File: src/rtl/fpnew_wb_buffer.sv
// fpnew_wb_buffer: writeback FIFO between the FPU output arbiter and the core
// writeback port. Buffers (result, status, tag), retires them in order and
// accumulates the sticky IEEE exception flags of every retired result.
// Optional build macro FPNEW_WB_FALLTHROUGH_EN: when the buffer is empty an
// incoming result is forwarded combinationally to the output (0-cycle path).
module fpnew_wb_buffer #(
   parameter int unsigned Width = 64,
   parameter int unsigned Depth = 4,
   parameter type         TagType = logic
) (
   input  logic                         clk_i,
   input  logic                         rst_ni,
   input  logic                         flush_i,
   input  logic [Width-1:0]             in_result_i,
   input  logic [4:0]                   in_status_i,
   input  TagType                       in_tag_i,
   input  logic                         in_valid_i,
   output logic                         in_ready_o,
   output logic [Width-1:0]             out_result_o,
   output logic [4:0]                   out_status_o,
   output TagType                       out_tag_o,
   output logic                         out_valid_o,
   input  logic                         out_ready_i,
   output logic [4:0]                   fflags_o,
   input  logic                         fflags_clr_i,
   output logic [$clog2(Depth+1)-1:0]   usage_o,
   output logic                         busy_o
);

   localparam int unsigned AddrW = (Depth > 1) ? $clog2(Depth) : 1;
   localparam int unsigned CntW  = $clog2(Depth + 1);

   logic [Width-1:0] result_mem [Depth];
   logic [4:0]       status_mem [Depth];
   TagType           tag_mem    [Depth];

   logic [AddrW-1:0] wr_ptr;
   logic [AddrW-1:0] rd_ptr;
   logic [CntW-1:0]  count;

   logic buf_empty;
   logic fwd;
   logic pop;
   logic buf_pop;
   logic push;

   // Pointers wrap explicitly so non-power-of-two depths stay in range.
   function automatic logic [AddrW-1:0] ptr_next(input logic [AddrW-1:0] p);
      if (p == AddrW'(Depth - 1)) return '0;
      return p + AddrW'(1);
   endfunction

   assign buf_empty  = (count == '0);
   // Ready depends only on stored state, never on out_ready_i.
   assign in_ready_o = (count != CntW'(Depth));
   assign usage_o    = count;
   assign busy_o     = ~buf_empty;

`ifdef FPNEW_WB_FALLTHROUGH_EN
   // Empty buffer: present the incoming result directly.
   assign fwd          = buf_empty & in_valid_i;
   assign out_valid_o  = ~buf_empty | in_valid_i;
   assign out_result_o = fwd ? in_result_i : result_mem[rd_ptr];
   assign out_status_o = fwd ? in_status_i : status_mem[rd_ptr];
   assign out_tag_o    = fwd ? in_tag_i    : tag_mem[rd_ptr];
`else
   assign fwd          = 1'b0;
   assign out_valid_o  = ~buf_empty;
   assign out_result_o = result_mem[rd_ptr];
   assign out_status_o = status_mem[rd_ptr];
   assign out_tag_o    = tag_mem[rd_ptr];
`endif

   // A flush cancels both the retirement and the write of this cycle; a
   // forwarded result consumed this cycle is never written.
   assign pop     = out_valid_o & out_ready_i & ~flush_i;
   assign buf_pop = pop & ~fwd;
   assign push    = in_valid_i & in_ready_o & ~flush_i & ~(fwd & out_ready_i);

   // Storage write at the write pointer; contents need no reset.
   always_ff @(posedge clk_i) begin
      if (push) begin
         result_mem[wr_ptr] <= in_result_i;
         status_mem[wr_ptr] <= in_status_i;
         tag_mem[wr_ptr]    <= in_tag_i;
      end
   end

   // Pointer and occupancy bookkeeping, cleared by reset or flush.
   always_ff @(posedge clk_i or negedge rst_ni) begin
      if (!rst_ni) begin
         wr_ptr <= '0;
         rd_ptr <= '0;
         count  <= '0;
      end else if (flush_i) begin
         wr_ptr <= '0;
         rd_ptr <= '0;
         count  <= '0;
      end else begin
         if (push)    wr_ptr <= ptr_next(wr_ptr);
         if (buf_pop) rd_ptr <= ptr_next(rd_ptr);
         if (push && !buf_pop)      count <= count + CntW'(1);
         else if (!push && buf_pop) count <= count - CntW'(1);
      end
   end

   // Sticky flags gather on retirement; a clear yields to a same-cycle pop.
   always_ff @(posedge clk_i or negedge rst_ni) begin
      if (!rst_ni)           fflags_o <= '0;
      else if (fflags_clr_i) fflags_o <= pop ? out_status_o : 5'b0;
      else if (pop)          fflags_o <= fflags_o | out_status_o;
   end

endmodule

File: config.mk
export PLATFORM = sky130hd
export DESIGN_NAME = fpnew_wb_buffer
export DESIGN_NICKNAME = d
export VERILOG_FILES = /design/src/rtl/fpnew_wb_buffer.sv
export SDC_FILE = /design/constraint.sdc
export NUM_CORES = 1
export LEC_CHECK = 0
export ABC_AREA = 0
export CAP_MARGIN = 20
export CORE_UTILIZATION = 54
export CTS_CLUSTER_DIAMETER = 150
export DETAILED_ROUTE_END_ITERATION = 10
export PLACE_DENSITY = 0.75
export SYNTH_ARGS = -nofsm -noshare
export SYNTH_HDL_FRONTEND = slang
export SYNTH_SLANG_ARGS = --single-unit
File: constraint.sdc
create_clock -name clk_i -period 3.5 [get_ports clk_i]
set_input_delay 0.35 -clock clk_i [delete_from_list [all_inputs] [get_ports clk_i]]
set_output_delay 0.35 -clock clk_i [all_outputs]
set_load 0.01 [all_outputs]
==> results by stage <==
Synthesis:
- The predominant post-synthesis flop cell is edfxtp_1.
- The average instance area after synthesis is between 20 and 25 um^2.
- Ranked by instance count, the synthesized netlist is headed by 280 x edfxtp_1, 68 x mux4_2, 12 x dfrtp_1, 8 x buf_2, 8 x nor2_1.
- Summed over all instances, the cell type with the most area after synthesis is edfxtp_1.
- Synthesis produced a netlist with a net count of about 520.
- Yosys mapped a number of flops with a built-in enable equal to 280.
- The fraction of registers with async set or reset after synthesis is just over 4%.
- In this run the cell area of the synthesized design comes to ~0.011 mm^2.
- The number of warning messages in the yosys log is 0.
- For this run, the register share of the synthesized area comes to 80.1%.
- The most numerous cell in the Yosys netlist is edfxtp_1.
- In this run, synthesis produced a sequential element count of a little under 300.
- The count of cell types in the netlist is 35.
- The share of Yosys cell area claimed by the top area cell type is 77.3%.
- By area the synthesized netlist is led by edfxtp_1 77%, mux4_2 14%, dfrtp_1 2.8%.
- The gate count of the mapped netlist is 440.

Timing:
- After layout, the minimum clock period comes to a little over 3000 ps.
- The final critical path takes up between 80% and 90% of the cycle.
- The final critical-path setup slack is around 480 ps.
- Setup repair after global routing left no endpoint under its margin.
- The number of pins exceeding their max-slew limit in the final report came to 0.
- Setup violations remaining at the end of the flow were counted as 0.
- The highest clock frequency the design can meet is 331 MHz.
- Summed over all failing endpoints, the final setup total negative slack is 0 ps.
- For the final database, setup skew stands at 12.6 ps.
- The number of hold violations in the final report was 0.
- At the pin with the least slew margin, the transition time is 1040 ps.
- Headroom to the max-slew limit came out at a little under a third.

Floorplanning:
- For this design the top-level I/O count stands at 157.
- The initial core utilization is roughly 56%.
- The floorplan die area is 0.0207 mm^2.
- The floorplan step set the die height to ~140 um.
- The region available for standard cell placement spans 0.0196 mm^2.
- Measured along the x axis, the die boundary spans 144 um.
- The floorplan has 51 rows.

Global route:
- The maximum number of pins on one net before global-route repair is between 70 and 80.
- The initial antenna violation count is 2.
- The first global-routing pass estimated roughly 30000 um of wire.
- The residual overflow from global routing is 0.
- The aggregate global-route resource usage is roughly a fifth.
- The number of global-route vias before repair was between 5k and 6k.

Finish:
- In the final layout, flip-flops and latches occupy 0.00872 mm^2.
- Once layout is complete, the utilization of the core stands at 70.1%.
- The area growth from synthesis to layout is 26.3%.
- The share of cells above drive strength 1 is between 20 and 25%.
- The final layout contains around 700 nets.
- Counting the fill cells in the layout gives approximately 1.2k.
- The area used by multi-input combinational logic is 0.00199 mm^2.
- The non-filler instance count after layout is 905.

Power and ir drop:
- The overall power after layout is ~9 mW.
- The analysis attributes to cell leakage a power of approximately 4.4 nW.
- Power spread over the standard cell area amounts to 661 mW/mm^2.
- Across the VDD grid, the largest voltage drop is between 0.5 and 0.6 mV.

Route:
- The iteration count of the initial detailed-routing pass is 5.
- The highest layer used for signal routing is met4.
- The routed design uses about 1600 um of met3 wire.
- The total wire length is 19700 um.
- The met2 routed wirelength is 9970 um.
- The number of antenna-violating nets in the routed design is 0.
- In the routed layout, each cell is associated on average with a via count of roughly 5.6.
- After detailed routing, the wire length on met1 is 7840 um.
- For this block, the initial DRC count from the detailed router was 370.
- The average wire per cell in the routed design is 21.8 um.
- In the routed design, unresolved DRC markers number 0.
- The routed layout has between 5k and 6k vias.

Clock network:
- The number of buffers created by CTS is 29.
- The tree is rooted in a clkbuf_16.
- TritonCTS built the clock tree.
- The longest clock path from root to sink contains 3 buffers.
- The number of cells upsized or downsized after cts is 0.
- The H-tree depth is 1.
- The clock sink count is between 200 and 300.
- For the worst-skew pair, the clock arrives at the later sink with an insertion delay of about 530 ps.
- After clock tree synthesis, the clock-pin slew on the worst setup and hold paths is ~60 ps.
- In this run the post-CTS setup repair buffer count came out at 0.
- The number of hold buffers added after CTS was 0.

Place:
- The wire-length estimate of the detail-placed layout is around 12000 um.
- The count of buffers added on input and output ports is 156.
- OpenSTA, run right after detailed placement, puts the worst setup slack at between 600 and 700 ps.
- Counting tap cells, the placed design contains a total of ~850 instances.
- Routability-driven placement finished with a final weighted congestion of 0.743.

Critical path:
- The classification of the worst setup path is reg -> out.
- Data arrives at the worst endpoint at between 2000 and 3000 ps.
- STA classifies the critical path startpoint as a register.
- The cell type group with the largest total delay on the critical path is buffers and inverters.
- The endpoint kind of the worst setup timing path is a primary output.
- The required arrival time at the worst endpoint is between 3000 and 4000 ps.
- The maximum cell stage delay along the critical path is around 750 ps.
- The worst path buffer plus inverter count is 2.
- The top fanout value on the critical path is 23.
- The critical path's slowest cell is dfrtp_4.
- Walking the worst path, the cells encountered are buf_4 > mux4_2 > clkdlybuf4s50_1.

Outcome:
- The flow ran to the end, and the final reports show no timing, DRC or antenna violations.

Flow run:
- The count of maximum capacitance violations is 0.

Min path:
- The tightest min-delay check is of the in -> async type.
flip-flops by register name, summed over array words and instances, names as in the netlist:
signal / flops
fflags_o: 5
rd_ptr: 2
result_mem: 256
status_mem: 20
tag_mem: 4
usage_o: 3
wr_ptr: 2
report_power, final:
part	total, mW	internal [mW]	switching (mW)
logic	1.81	1.09	0.721
clock network	3.06	1.87	1.18
registers	4.21	4.04	0.175
total	9.07	6.99	2.08
per-stage QoR:
step | hold slack (ps) | cell area (um^2)
after global placement | 488 | 12800
after global routing | 221 | 13700
after CTS | 192 | 13700
after detailed placement | 501 | 12800
final | 192 | 13700
after floorplan | 54.4 | 10900
worst register-to-register path, stage by stage, from the launching register on:
cell,delay [ps]
dfrtp_1,500
nor3b_1,440
nor3_1,190
and2_1,190
fa_1,440
a21bo_2,240
a311oi_1,260
o311a_1,220
kinds of logic (layout without fill, tap and decap cells):
kind of cell	Yosys count	count (layout)	share of synthesized area (%)
AOI/OAI and AO/OA	16	16	1.16
adders and majority gates	6	6	0.759
buffers and inverters	27	226	1.70
DFF	292	292	80.1
muxes	75	75	15.0
other	0	1	0
and+or+nand+nor	24	24	1.25
path summary, 6_finish.rpt:
path | start | endpoint | slack [ps] | cells past startpoint
hold / removal | rst_ni | fflags_o[1]$_DFFE_PN0P_ | 190 | 1
min in group clk_i | in_result_i[19] | result_mem[0][19]$_DFFE_PP_ | 450 | 1
setup / recovery | rd_ptr[0]$_DFFE_PN0P_ | out_result_o[44] | 480 | 3
max in group asynchronous | rst_ni | rd_ptr[1]$_DFFE_PN0P_ | 2870 | 1
setup reg to reg | usage_o[2]$_DFFE_PN0P_ | usage_o[2]$_DFFE_PN0P_ | 950 | 7
hold reg to reg | fflags_o[3]$_DFFE_PN0P_ | fflags_o[3]$_DFFE_PN0P_ | 510 | 1
cells in the final DEF, fill, tap and decap left out, types with 4 or more instances in the layout:
cell,count
mux4_2,68
nor2_1,8
buf_4,8
clkbuf_16,29
inv_1,7
and2_4,4
bufinv_16,5
a22o_1,5
clkdlybuf4s50_1,156
buf_12,5
dfrtp_1,10
edfxtp_1,280
ha_1,5
clkbuf_1,6
clkinv_1,7
area by class of cell:
cell class	instances	share of cell area [%]
multi-input combinational	121	14.5
tap	265	2.41
inverter	7	0.191
timing repair buffer	169	12.5
antenna	1	0.0182
clock inverter	15	1.42
sequential	292	63.5
clock buffer	35	5.45
layer usage:
metal | vias to the layer above | GRT usage [%]
met3 | 29 | 5.30
met4 | 0 | 5.99
met1 | 2650 | 25.9
li1 | 2241 | -
met2 | 181 | 32.7
met5 | - | 0
Power figures use the tool's default switching activity.
